[config.mk]
export PLATFORM = sky130hd
export DESIGN_NAME = psram_req_arb
export DESIGN_NICKNAME = d
export VERILOG_FILES = /design/src/rtl/psram_req_arb.sv
export SDC_FILE = /design/constraint.sdc
export NUM_CORES = 1
export LEC_CHECK = 0
export ABC_AREA = 1
export CORE_MARGIN = 2
export CORE_UTILIZATION = 42
export DETAILED_ROUTE_END_ITERATION = 12
export GPL_TIMING_DRIVEN = 0
export PLACE_DENSITY = 0.85
export SLEW_MARGIN = 20
export SYNTH_ARGS = -nofsm -noshare
export SYNTH_HDL_FRONTEND = slang
export SYNTH_SLANG_ARGS = --single-unit
export TNS_END_PERCENT = 5
[constraint.sdc]
create_clock -name clk_i -period 3.9 [get_ports clk_i]
set_input_delay 0.585 -clock clk_i [delete_from_list [all_inputs] [get_ports clk_i]]
set_output_delay 0.585 -clock clk_i [all_outputs]
set_load 0.01 [all_outputs]
[src/rtl/psram_req_arb.sv]
// psram_req_arb: two-port request arbiter and transfer scheduler in front of the PSRAM engine.
// Define PSRAM_ARB_FIXED_PRIO_EN for fixed priority (port 0 wins ties) instead of round-robin.
module psram_req_arb #(
  parameter int ADDR_W = 24,
  parameter int RECY_W = 8
) (
  input  logic              clk_i,
  input  logic              rst_n_i,
  input  logic              en_i,
  input  logic [RECY_W-1:0] recy_i,
  input  logic              req0_valid_i,
  output logic              req0_ready_o,
  input  logic              req0_we_i,
  input  logic [ADDR_W-1:0] req0_addr_i,
  input  logic [31:0]       req0_wdata_i,
  output logic              rsp0_valid_o,
  output logic              rsp0_err_o,
  output logic [31:0]       rsp0_rdata_o,
  input  logic              req1_valid_i,
  output logic              req1_ready_o,
  input  logic              req1_we_i,
  input  logic [ADDR_W-1:0] req1_addr_i,
  input  logic [31:0]       req1_wdata_i,
  output logic              rsp1_valid_o,
  output logic              rsp1_err_o,
  output logic [31:0]       rsp1_rdata_o,
  output logic              core_valid_o,
  input  logic              core_ready_i,
  output logic              core_we_o,
  output logic [ADDR_W-1:0] core_addr_o,
  output logic [31:0]       core_wdata_o,
  input  logic              core_done_i,
  input  logic [31:0]       core_rdata_i,
  output logic              busy_o
);

  typedef enum logic [1:0] {ST_IDLE, ST_ISSUE, ST_WAIT, ST_RECY} state_t;

  localparam logic [RECY_W-1:0] RECY_ONE = RECY_W'(1);

  state_t              state_q, state_d;
  logic                grant_vld, grant_id;
  logic                sel_we;
  logic [ADDR_W-1:0]   sel_addr;
  logic [31:0]         sel_wdata;
  logic                owner_q, we_q;
  logic [ADDR_W-1:0]   addr_q;
  logic [31:0]         wdata_q;
  logic [RECY_W-1:0]   recy_cnt_q;
  logic [1:0]          rsp_valid_q, rsp_err_q;
  logic [31:0]         rsp_rdata_q;
`ifndef PSRAM_ARB_FIXED_PRIO_EN
  logic                last_q;  // port granted most recently
`endif

  // Ready is combinational, so it is also held low while reset is asserted.
  always_comb begin
    // NOTE: every signal written here gets a default first so no latch is inferred.
    grant_vld = 1'b0;
    grant_id  = 1'b0;
    if (rst_n_i && state_q == ST_IDLE && en_i && (req0_valid_i || req1_valid_i)) begin
      grant_vld = 1'b1;
      if (req0_valid_i && req1_valid_i) begin
`ifdef PSRAM_ARB_FIXED_PRIO_EN
        grant_id = 1'b0;
`else
        grant_id = ~last_q;
`endif
      end else begin
        grant_id = req1_valid_i;
      end
    end
  end

  assign sel_we    = grant_id ? req1_we_i    : req0_we_i;
  assign sel_addr  = grant_id ? req1_addr_i  : req0_addr_i;
  assign sel_wdata = grant_id ? req1_wdata_i : req0_wdata_i;

  assign req0_ready_o = grant_vld & ~grant_id;
  assign req1_ready_o = grant_vld &  grant_id;

  // Misaligned requests are answered straight from IDLE with an error response.
  always_comb begin
    state_d = state_q;
    unique case (state_q)
      ST_IDLE:  if (grant_vld && !sel_addr[0]) state_d = ST_ISSUE;
      ST_ISSUE: if (core_ready_i) state_d = ST_WAIT;
      ST_WAIT:  if (core_done_i) state_d = (recy_i != '0) ? ST_RECY : ST_IDLE;
      ST_RECY:  if (recy_cnt_q <= RECY_ONE) state_d = ST_IDLE;
      default:  state_d = ST_IDLE;
    endcase
  end

  always_ff @(posedge clk_i or negedge rst_n_i) begin
    if (!rst_n_i) begin
      state_q     <= ST_IDLE;
      owner_q     <= 1'b0;
      we_q        <= 1'b0;
      addr_q      <= '0;
      wdata_q     <= '0;
      recy_cnt_q  <= '0;
      rsp_valid_q <= '0;
      rsp_err_q   <= '0;
      rsp_rdata_q <= '0;
    end else begin
      // NOTE: state registers use non-blocking assignments so all updates see pre-edge values.
      state_q     <= state_d;
      rsp_valid_q <= '0;
      rsp_err_q   <= '0;
      rsp_rdata_q <= '0;
      if (grant_vld) begin
        owner_q <= grant_id;
        we_q    <= sel_we;
        addr_q  <= sel_addr;
        wdata_q <= sel_wdata;
        if (sel_addr[0]) begin
          rsp_valid_q[grant_id] <= 1'b1;
          rsp_err_q[grant_id]   <= 1'b1;
        end
      end
      if (state_q == ST_WAIT && core_done_i) begin
        rsp_valid_q[owner_q] <= 1'b1;
        rsp_rdata_q          <= we_q ? '0 : core_rdata_i;
        recy_cnt_q           <= recy_i;
      end else if (state_q == ST_RECY) begin
        recy_cnt_q <= recy_cnt_q - RECY_ONE;
      end
    end
  end

`ifndef PSRAM_ARB_FIXED_PRIO_EN
  // Reset to port 1 so port 0 wins the first tie.
  always_ff @(posedge clk_i or negedge rst_n_i) begin
    if (!rst_n_i) begin
      last_q <= 1'b1;
    end else if (grant_vld) begin
      last_q <= grant_id;
    end
  end
`endif

  assign core_valid_o = (state_q == ST_ISSUE);
  assign core_we_o    = we_q;
  assign core_addr_o  = addr_q;
  assign core_wdata_o = wdata_q;
  assign busy_o       = (state_q != ST_IDLE);

  assign rsp0_valid_o = rsp_valid_q[0];
  assign rsp0_err_o   = rsp_err_q[0];
  assign rsp0_rdata_o = rsp_valid_q[0] ? rsp_rdata_q : '0;
  assign rsp1_valid_o = rsp_valid_q[1];
  assign rsp1_err_o   = rsp_err_q[1];
  assign rsp1_rdata_o = rsp_valid_q[1] ? rsp_rdata_q : '0;

endmodule

==> Word-level counts from Yosys, hierarchy flattened <==
Cells that the tools add are included.
W data, S select, Z words.
{ "totals": {"ff_bits": 105, "in_bits": 161, "elab_cells": 68} }
{ "classes": {"add_sub_neg": 1, "magnitude_cmp": 5, "n_eq_ne": 7, "n_mux": 25, "bitwise_logic": 5, "reduce_logical": 15} }
{ "ops": {"columns": ["operator", "n"], "rows": [
  ["$mux W32", 5],
  ["$mux W24", 1],
  ["$mux W2", 8],
  ["$mux W8", 2],
  ["$le A8 B1 Y1 const B", 1],
  ["$logic_and A1 B1 Y1", 8],
  ["$pmux W2 S4", 1],
  ["$reduce_bool A8 Y1", 1],
  ["$sub A8 B1 Y8 const B", 1],
  ["$mux W1", 6],
  ["$eq A2 B2 Y1 const B", 2],
  ["$lt A1 B2 Y1 const B", 2],
  ["$ne A2 B1 Y1 const B", 2],
  ["$ne A2 B2 Y1 const B", 2],
  ["$reduce_and A4 Y1", 1],
  ["$reduce_bool A2 Y1", 2],
  ["$and A1 B1 Y1", 2],
  ["$demux W1 S1", 2],
  ["$eq A2 B1 Y1 const B", 1],
  ["$ge A1 B1 Y1 const B", 2],
  ["$logic_not A2 Y1", 1],
  ["$not A1 Y1", 2],
  ["$or A2 B2 Y2", 1],
  ["$logic_not A1 Y1", 1],
  ["$logic_or A1 B1 Y1", 1]
]} }

==> Logic depth before layout (Yosys ltp) <==
Gate-level depths: netlist of the first run.
{ "depth": {"ltp_word": 13, "ltp_mapped": 11, "ltp_nobuf": 10} }

==> Worst setup path before layout of the first run <==
No wires, ideal clock.
{ "synth_timing": {"path_kind": "input -> output", "from": "in en_i", "to": "out req0_ready_o", "arrival_ps": 1239, "path_slack_ps": 2076, "stages": 7, "cell_sequence": "nand2_1 nor2_4 nand2_2 clkinv_2 nand2_2 inv_2 buf_2"} }
{ "synth_via": {"elab_chain_len": 5, "elab_cells_between_ends": 6, "classes_between": "mux (2); bitwise (2); reduce/logical (2)"} }
{ "synth_lines": {"columns": ["element", "line_no", "source"], "rows": [
  ["from (decl)", "9", "input logic en_i,"],
  ["$logic_and A1 B1 Y1 (*) (2 in a row)", "61", "if (rst_n_i && state_q == ST_IDLE && en_i && (req0_valid_i || req1_valid_i)) begin"],
  ["$mux W1", "61", null],
  ["$not A1 Y1", "79", "assign req0_ready_o = grant_vld & ~grant_id;"],
  ["$and A1 B1 Y1 (*)", "79", null],
  ["to (decl)", "12", "output logic req0_ready_o,"]
]} }
Mark *: on every way between the ends. The rest lies on a longest branch, timed or not.

==> Worst setup path after layout of the first run <==
{ "layout_timing": {"from": "in rst_n_i", "to": "out req0_ready_o"} }
{ "layout_via": {"elab_chain_len": 6, "elab_cells_between_ends": 7, "classes_between": "mux (2); bitwise (2); reduce/logical (3)"} }
{ "layout_lines": {"columns": ["element", "line_no", "source"], "rows": [
  ["from (decl)", "8", "input logic rst_n_i,"],
  ["$logic_and A1 B1 Y1 (*) (3 in a row)", "61", null],
  ["$mux W1", "61", null],
  ["$not A1 Y1", "79", null],
  ["$and A1 B1 Y1 (*)", "79", null]
]} }
Marks and branches as above.

==> summary.md, run 1 <==
| Metric | Value |
|---|---|
| Status | complete, no violations |
| Fraction of layout cells with a size suffix above 1 | 0.0769 |
| Root Buffer Master | clkbuf_16 |
| CP Capture Type | output pin |
| R2r worst-path depth | 8 |
| Clk buf depth | 2 |
| Max Cap Viol | 0 |
| Worst-margin pin slew | 504 ps |
| First-pass DRT Iterations | 4 |
| Predominant post-synthesis flop cell | dfrtp_1 |
| CTS Buf Count | 9 |
| Core footprint | 12,000 um2 |
| Post-route cell area | 8500 um2 |
| Die footprint | 13,100 um2 |
| Overall Global Routing Usage | 0.246 |
| Die height | 114 um |
| Largest net degree at the start of global routing | 80 |
| Synth Register Bits | 105 |
| Max Slew Vio Count | 0 |
| Reg clk slew, reported paths | 80 ps |
| CTS tree | yes |
| WL met1 | 6010 um |
| Cells after Synth | 669 |
| Area of the multi-input gates | 1940 um2 |
| Final WL | 15,800 um |
| Syn Std Cell Area | 5110 um2 |
| Register Area | 2630 um2 |
| Final clock skew | 8.56 ps |
| Post-synth cell types | 29 |
| P_leak | 0.00433 uW |
| DR vias | 5,231 |
| EDFF count, synth | 0 |
| DR iter-0 viols | 268 |
| Post-synthesis sequential area ratio | 0.515 |
| Post-DR wirelength/cell | 14.1 um |
| Vias in the first global route | 5,048 |
| GRT overflow | 0 |
| Fmax | 0.302 GHz |
| Min-Delay Path Class | in -> async |
| Net count reported at finish | 1,133 |
| Asr flop ratio synth | 1.00 |
| Io pins | 290 |
| HPWL after DPL | 12,700 um |
| Post-route ant nets | 0 |
| Maximum VDD drop | 0.323 mV |
| Top sig layer | met4 |
| Slew HR | 0.664 |
| Reg2reg start | state_q[1]$_DFFE_PN0P_ |
| First-pass GRT wire length | 25,000 um |
| Arr. time, crit path | 2720 ps |
| Synth area leaders | dfrtp_1 51%, nand2_1 21%, inv_1 6.4% |
| Buffers on Ports | 289 |
| Clk_lat worst skew | 340 ps |
| Routed met3 length | 1310 um |
| Top cell type's share of synthesized area | 0.510 |
| Met2 WL | 8140 um |
| Starting Density | 0.427 |
| Critical Path Fanout Max | 79 |
| Row Count | 40 |
| Post-route insts no fill | 1,122 |
| Period utilisation layout | 0.848 |
| Post-CTS Setup Bufs | 0 |
| Initial antenna violation count | 0 |
| Critical path class | in -> out |
| Vias per inst | 4.66 |
| Placed cells | 1,106 |
| H-tree levels | 3 |
| Final antenna diode count | 0 |
| Fillers | 982 |
| Final setup violation count | 0 |
| Worst setup SP type | primary input |
| Reg-to-reg slack, setup | 2250 ps |
| Syn avg cell area | 7.63 um2 |
| Setup TNS | 0 ps |
| Unrepaired setup endpoints after global routing | false |
| Placed cell areas | 8210 um2 |
| Fin crit period | 3310 ps |
| # resized after CTS | 0 |
| Net Count, Synth | 832 |
| Cell taking the most area after synthesis | dfrtp_1 |
| GP Congestion | 0.864 |
| Clock Sinks | 105 |
| Most common cell after layout, fill and taps aside | clkdlybuf4s50_1 |
| Final hold viol count | 0 |
| Most frequent cells in the layout | 288 x clkdlybuf4s50_1, 281 x nand2_1, 104 x dfrtp_1 |
| Terminus of the critical flop-to-flop path | core_addr_o[20]$_DFFE_PN0P_ |
| # DRC | 0 |
| Power Dens Cells | 534 nW/um2 |
| Critical path origin | rst_n_i |
| # hold bufs at CTS | 0 |
| YS warnings | 0 |
| Die Width | 114 um |
| Area delta synth->final | 66.5% |
| Worst Path Required | 3310 ps |
layout make-up:
class / instances / share of cell area
Buffer: 32 / 0.0225
Clock buffer: 10 / 0.0281
Clock inverter: 6 / 0.00589
Inverter: 91 / 0.0403
Multi-Input combinational cell: 441 / 0.229
Sequential cell: 105 / 0.309
Tap cell: 147 / 0.0216
Timing Repair Buffer: 290 / 0.344
synth_stat cells (3+ instances only):
| master | instances |
|---|---|
| buf_2 | 10 |
| buf_4 | 3 |
| clkbuf_1 | 14 |
| dfrtp_1 | 104 |
| inv_1 | 87 |
| inv_2 | 3 |
| nand2_1 | 281 |
| nand2_2 | 23 |
| nand3_1 | 53 |
| nand3_2 | 10 |
| nor2_1 | 46 |
| o211ai_1 | 6 |
| o21ai_0 | 4 |
| o221ai_1 | 3 |
metrics by stage:
step / util / worst slack (ps) / hold WS (ps) / power (uW)
finish: 0.711 / 594 / 96.1 / 4540
global route: 0.711 / 366 / 107 / 4850
CTS: 0.711 / 522 / 99.9 / 4580
detailed placement: 0.687 / 526 / 456 / 3680
global placement: 0.684 / -3300 / 451 / 3640
floorplan: - / 2080 / 289 / 2620
how the worst max path moves through the flow:
stage	to	slack (ps)
finish	req0_ready_o	590
global route	req0_ready_o	370
CTS	req0_ready_o	520
detailed placement	req0_ready_o	530
global placement	req0_ready_o	-3300
floorplan	req0_ready_o	2080
per-layer routing:
metal / track usage / vias to the layer above
li1: - / 2603
met1: 0.281 / 2394
met2: 0.440 / 207
met3: 0.0778 / 27
met4: 0.0756 / 0
met5: 0 / -
state kept, by name, indices dropped and copies added (netlist names), 2 cells and up:
register / count
core_addr_o: 24
core_wdata_o: 32
rsp_err_q: 2
state_q: 2
rsp_valid_q: 2
recy_cnt_q: 8
rsp_rdata_q: 32
logic make-up (layout without fill, tap and decap cells):
family	Yosys count	after routing	share of synthesized area
xor+xnor	3	3	0.00515
buf+inv	123	429	0.105
compound gates	18	18	0.0238
fa+ha+maj	2	2	0.00490
simple gates	418	418	0.347
flops	105	105	0.515
where the power goes:
group	total (uW)	switching (uW)	internal, uW	leakage [uW]
logic	1960	951	1010	0.00283
clock network	881	420	460	0.000141
registers	1700	226	1470	0.00135
total	4540	1600	2940	0.00433
worst max-delay path, cell delays in order:
cell             delay (ps)
buf_6                   240
buf_16                  360
nand2_1                 190
nor2_4                  170
nand2_2                  90
clkinv_2                 70
nand2_2                  60
inv_2                    80
buf_2                   240
clkdlybuf4s50_1         580
Note: power is estimated with default switching activity, not from simulation.
==> run 2, diff against run 1 <==
Settings changed: CORE_UTILIZATION 42 to 39, PLACE_DENSITY 0.85 to 0.8.
Clock period 3.9 ns to 3.28 ns, I/O delays scaled along.
==> summary.md, run 2 (synthesized netlist as in run 1, its figures left out) <==
| Metric | Value |
|---|---|
| Total power of the final layout | 5540 uW (was 4540 uW) |
| # DRC | 0 (unchanged) |
| Power Dens Cells | 646 nW/um2 (was 534 nW/um2) |
| Vias per inst | 4.56 (was 4.66) |
| CP delay by family, top | buffers and inverters (unchanged) |
| Status | complete, no violations (unchanged) |
| # hold bufs at CTS | 0 (unchanged) |
| Sw power | 1900 uW (was 1600 uW) |
| R2r worst-path depth | 8 (unchanged) |
| Area of the multi-input gates | 1940 um2 (unchanged) |
| Fmax | 0.332 GHz |
| Switching Share | 0.342 (was 0.352) |
| Worst Path Required | 2790 ps (was 3310 ps) |
| Row Count | 41 (was 40) |
| Slew HR | 0.601 (was 0.664) |
| Clk_lat worst skew | 350 ps (was 340 ps) |
| Period utilisation layout | 0.919 |
| Fillers | 1,081 (was 982) |
| Clock power frac | 0.213 (was 0.194) |
| Core footprint | 12,700 um2 (was 12,000 um2) |
| CTS Buf Count | 9 (unchanged) |
| Post-DR wirelength/cell | 14.2 um (was 14.1 um) |
| Worst slack at placement | 228 ps (was 526 ps) |
| Buffers on Ports | 289 (unchanged) |
| CTS tree | yes (unchanged) |
| CP Capture Type | output pin (unchanged) |
| Max Cap Viol | 0 (unchanged) |
| Initial antenna violation count | 0 (unchanged) |
| Fin crit period | 3020 ps |
| Final setup violation count | 0 (unchanged) |
| Worst-margin pin slew | 598 ps (was 504 ps) |
| Area delta synth->final | 67.9% (was 66.5%) |
| First-pass GRT wire length | 25,900 um (was 25,000 um) |
| Min-Delay Path Class | in -> async (unchanged) |
| Crit path buf inv count | 5 (was 6) |
| Clock Sinks | 105 (unchanged) |
| DR iter-0 viols | 287 (was 268) |
| Maximum VDD drop | 0.343 mV (was 0.323 mV) |
| Die height | 118 um (was 114 um) |
| Crit. path cell count | 9 (was 10) |
| Worst Slack Setup Final | 265 ps (was 594 ps) |
| Fraction of layout cells with a size suffix above 1 | 0.0769 (unchanged) |
| HPWL after DPL | 13,100 um (was 12,700 um) |
| Unrepaired setup endpoints after global routing | false (unchanged) |
| Vias in the first global route | 5,288 (was 5,048) |
| First-pass DRT Iterations | 5 (was 4) |
| Max Slew Vio Count | 0 (unchanged) |
| Final antenna diode count | 0 (unchanged) |
| Die footprint | 14,000 um2 (was 13,100 um2) |
| Largest net degree at the start of global routing | 64 (was 80) |
| Final clock skew | 7.21 ps (was 8.56 ps) |
| Most common cell after layout, fill and taps aside | clkdlybuf4s50_1 (unchanged) |
| Final hold viol count | 0 (unchanged) |
| CP peak stage delay | 570 ps (was 580 ps) |
| P_leak | 0.00435 uW (was 0.00433 uW) |
| DR vias | 5,230 (was 5,231) |
| Die Width | 118 um (was 114 um) |
| H-tree levels | 3 (unchanged) |
| Crit path top cell by count | nand2_2 (unchanged) |
| Starting Density | 0.401 (was 0.427) |
| Clk buf depth | 2 (unchanged) |
| Final WL | 16,300 um (was 15,800 um) |
| GRT overflow | 0 (unchanged) |
| Worst setup SP type | primary input (unchanged) |
| Most frequent cells in the layout | 288 x clkdlybuf4s50_1, 281 x nand2_1, 104 x dfrtp_1 (unchanged) |
| Share of total power in sequential cells | 0.365 (was 0.374) |
| Critical path's slowest cell | clkdlybuf4s50_1 (unchanged) |
| Critical-path cell list | buf_6, nand2_1, nor2_4, nand2_2, clkinv_2, nand2_2, inv_2, buf_2, clkdlybuf4s50_1 (was buf_6, buf_16, nand2_1, nor2_4, nand2_2, clkinv_2, nand2_2, inv_2, buf_2, clkdlybuf4s50_1) |
| Setup TNS | 0 ps (unchanged) |
| Post-CTS Setup Bufs | 0 (unchanged) |
| Arr. time, crit path | 2520 ps (was 2720 ps) |
| Post-route ant nets | 0 (unchanged) |
| Net count reported at finish | 1,133 (unchanged) |
| GP Congestion | 0.885 (was 0.864) |
| Reg clk slew, reported paths | 70 ps (was 80 ps) |
| # resized after CTS | 0 (unchanged) |
| Io pins | 290 (unchanged) |
| Critical Path Fanout Max | 63 (was 79) |
| Register Area | 2630 um2 (unchanged) |
| Logic gate share of total power | 0.422 (was 0.432) |
| Critical path class | in -> out (unchanged) |
| Internal Power | 3640 uW (was 2940 uW) |
| Overall Global Routing Usage | 0.234 (was 0.246) |
| Root Buffer Master | clkbuf_16 (unchanged) |
==> run 2: cell count changes in the layout (fill, tap and decap cells not counted) <==
cell	delta
inv_8	-1
bufinv_16	+2
inv_6	-1
==> run 2: path summary, 6_finish.rpt <==
path / startpoint / to / slack [ps]
hold / removal: rst_n_i / rsp_rdata_q[20]$_DFF_PN0_ / 110
min in group clk_i: last_q$_DFFE_PN1P_ / last_q$_DFFE_PN1P_ / 480
max in group asynchronous: rst_n_i / core_we_o$_DFFE_PN0P_ / 2520
setup / recovery: rst_n_i / req0_ready_o / 260
setup reg to reg: state_q[1]$_DFFE_PN0P_ / core_wdata_o[5]$_DFFE_PN0P_ / 1630
hold reg to reg: last_q$_DFFE_PN1P_ / last_q$_DFFE_PN1P_ / 480
==> run 2: final cells by class <==
type | count | share of cell area
Multi-Input combinational cell | 441 | 0.227
Inverter | 91 | 0.0400
Sequential cell | 105 | 0.307
Clock buffer | 10 | 0.0279
Tap cell | 172 | 0.0251
Timing Repair Buffer | 290 | 0.341
Clock inverter | 6 | 0.0105
Buffer | 32 | 0.0223
==> run 2: metrics by stage <==
step | hold slack, ps | util | instance area (um2) | instances
6_report | 115 | 0.674 | 8570 | 1147
4_1_cts | 139 | 0.674 | 8570 | 1147
3_5_place_dp | 465 | 0.648 | 8240 | 1131
3_3_place_gp | 455 | 0.646 | 8220 | 1130
2_1_floorplan | 196 | - | 5110 | 669
5_1_grt | 161 | 0.674 | 8570 | 1147
==> run 2: power groups by stage <==
stage | clock (uW) | sequential [uW] | combinational [uW]
after floorplan | 0 | 2160 | 958
after global placement | 0 | 2020 | 2310
after detailed placement | 0 | 2030 | 2360
after CTS | 1200 | 2020 | 2370
after global routing | 1260 | 2080 | 2570
final | 1180 | 2020 | 2340
==> run 2: routing by layer <==
layer  up-vias  global-route usage  wire [um]
met5         -                   0          0
met4         0               0.106        571
met3        33              0.0565       1200
met2       225               0.431       8320
met1      2363               0.254       6180
li1       2609                   -          -
==> run 2: worst reg2reg max path, cell delays in order, from the launching register on <==
cell,delay [ps]
dfrtp_1,430
nor2_2,160
inv_2,90
nor2_4,120
nand2_2,100
buf_4,190
clkbuf_1,240
nand2_1,120
nand3_1,90
==> run 3, diff against run 2 <==
Settings changed: PLACE_DENSITY 0.8 to 0.82.
==> summary.md, run 3 (synthesized netlist as in run 1, its figures left out) <==
| Metric | Value |
|---|---|
| Status | complete, no violations (unchanged) |
| Arr. time, crit path | 2480 ps (was 2520 ps) |
| DR iter-0 viols | 237 (was 287) |
| Most frequent cells in the layout | 288 x clkdlybuf4s50_1, 281 x nand2_1, 104 x dfrtp_1 (unchanged) |
| Power Dens Cells | 636 nW/um2 (was 646 nW/um2) |
| HPWL after DPL | 13,100 um (about the same) |
| CTS Buf Count | 9 (unchanged) |
| Critical Path Fanout Max | 58 (was 63) |
| Post-CTS Setup Bufs | 0 (unchanged) |
| Post-DR wirelength/cell | 14.3 um (was 14.2 um) |
| DR vias | 5,302 (was 5,230) |
| Total power of the final layout | 5430 uW (was 5540 uW) |
| Critical path class | in -> out (unchanged) |
| CP Capture Type | output pin (unchanged) |
| R2r worst-path depth | 8 (unchanged) |
| Most common cell after layout, fill and taps aside | clkdlybuf4s50_1 (unchanged) |
| Maximum VDD drop | 0.386 mV (was 0.343 mV) |
| Worst Path Required | 2790 ps (about the same) |
| Slew HR | 0.647 (was 0.601) |
| Vias per inst | 4.62 (was 4.56) |
| Die footprint | 14,000 um2 (unchanged) |
| Register Area | 2630 um2 (unchanged) |
| Fmax | 0.337 GHz (was 0.332 GHz) |
| Starting Density | 0.401 (unchanged) |
| Final hold viol count | 0 (unchanged) |
| Io pins | 290 (unchanged) |
| GP Congestion | 0.846 (was 0.885) |
| Clock Sinks | 105 (unchanged) |
| First-pass DRT Iterations | 4 (was 5) |
| Worst setup SP type | primary input (unchanged) |
| Period utilisation layout | 0.906 (was 0.919) |
| Placed cell areas | 8240 um2 (unchanged) |
| Crit path top cell by count | nand2_2 (unchanged) |
| P_leak | 0.00433 uW (was 0.00435 uW) |
| Fin crit period | 2970 ps (was 3020 ps) |
| Area of the multi-input gates | 1940 um2 (unchanged) |
| Reg clk slew, reported paths | 70 ps (about the same) |
| Root Buffer Master | clkbuf_16 (unchanged) |
| Post-route cell area | 8540 um2 (was 8570 um2) |
| Buffers on Ports | 289 (unchanged) |
| Overall Global Routing Usage | 0.231 (was 0.234) |
| Max Cap Viol | 0 (unchanged) |
| Final antenna diode count | 0 (unchanged) |
| Die height | 118 um (unchanged) |
| H-tree levels | 3 (unchanged) |
| Critical-path cell list | buf_6, nand2_1, nor2_4, nand2_2, clkinv_2, nand2_2, inv_2, buf_2, clkdlybuf4s50_1 (unchanged) |
| Core footprint | 12,700 um2 (unchanged) |
| Vias in the first global route | 5,115 (was 5,288) |
| Fraction of layout cells with a size suffix above 1 | 0.0749 (was 0.0769) |
| Fillers | 1,079 (was 1,081) |
| # hold bufs at CTS | 0 (unchanged) |
| Final clock skew | 9.13 ps (was 7.21 ps) |
| Critical path's slowest cell | clkdlybuf4s50_1 (unchanged) |
| Min-Delay Path Class | in -> async (unchanged) |
| GRT overflow | 0 (unchanged) |
| Max Slew Vio Count | 0 (unchanged) |
| Area delta synth->final | 67.2% (was 67.9%) |
| Largest net degree at the start of global routing | 59 (was 64) |
| First-pass GRT wire length | 25,600 um (was 25,900 um) |
| Unrepaired setup endpoints after global routing | false (unchanged) |
| CP peak stage delay | 590 ps (was 570 ps) |
| Setup TNS | 0 ps (unchanged) |
| Reg2reg start | state_q[1]$_DFFE_PN0P_ (unchanged) |
| Row Count | 41 (unchanged) |
| CTS tree | yes (unchanged) |
| Terminus of the critical flop-to-flop path | core_addr_o[4]$_DFFE_PN0P_ (was core_wdata_o[5]$_DFFE_PN0P_) |
| Net count reported at finish | 1,133 (unchanged) |
| # DRC | 0 (unchanged) |
| Clk buf depth | 2 (unchanged) |
| Final WL | 16,400 um (was 16,300 um) |
| # resized after CTS | 0 (unchanged) |
| Clk_lat worst skew | 330 ps (was 350 ps) |
| Initial antenna violation count | 0 (unchanged) |
| Post-route ant nets | 0 (unchanged) |
| Final setup violation count | 0 (unchanged) |
| Die Width | 118 um (unchanged) |
| Worst-margin pin slew | 530 ps (was 598 ps) |
| Reg-to-reg slack, setup | 1640 ps (was 1630 ps) |
[run 3: worst max path at each step]
stage                                start            to  cells after the start
floorplan           state_q[1]$_DFFE_PN0P_  req0_ready_o                      8
global placement                   rst_n_i  req0_ready_o                      9
detailed placement                 rst_n_i  req0_ready_o                      9
CTS                                rst_n_i  req0_ready_o                      9
global route                       rst_n_i  req0_ready_o                      9
finish                             rst_n_i  req0_ready_o                      9
[run 3: critical path, delay by kind of cell]
family        cells  cell delay, ps
buf+inv           5            1400
simple gates      4             560
[run 3: through the flow]
stage | util | hold WS, ps | setup WS [ps] | cells
after floorplan | - | 196 | 1630 | 669
after global placement | 0.646 | 452 | -3820 | 1130
after detailed placement | 0.648 | 458 | 248 | 1131
after CTS | 0.671 | 124 | 242 | 1147
after global routing | 0.671 | 149 | 60.4 | 1147
final | 0.671 | 116 | 310 | 1147
[run 3: area by class of cell]
type                       count  area share
tap                          172      0.0252
clock inverter                 4     0.00601
buffer                        32      0.0224
multi-input combinational    441       0.228
clock buffer                  12      0.0289
inverter                      91      0.0401
timing repair buffer         290       0.342
sequential                   105       0.308
[run 3: metal layers]
metal  wire length (um)  GRT usage  vias to the layer above  share of wire
met5                  0          0                        -              0
met4                566     0.0982                        0          0.035
met3               1320     0.0642                       38          0.081
met2               8160      0.409                      224           0.50
met1               6310      0.260                     2437           0.39
li1                   -          -                     2603              -
[run 3: power by group]
group | switching (uW) | leakage (uW) | internal, uW | total (uW)
Clock | 469 | 0.000143 | 616 | 1080
Combinational | 1130 | 0.00283 | 1200 | 2330
Sequential | 271 | 0.00135 | 1750 | 2020
Total | 1870 | 0.00433 | 3560 | 5430
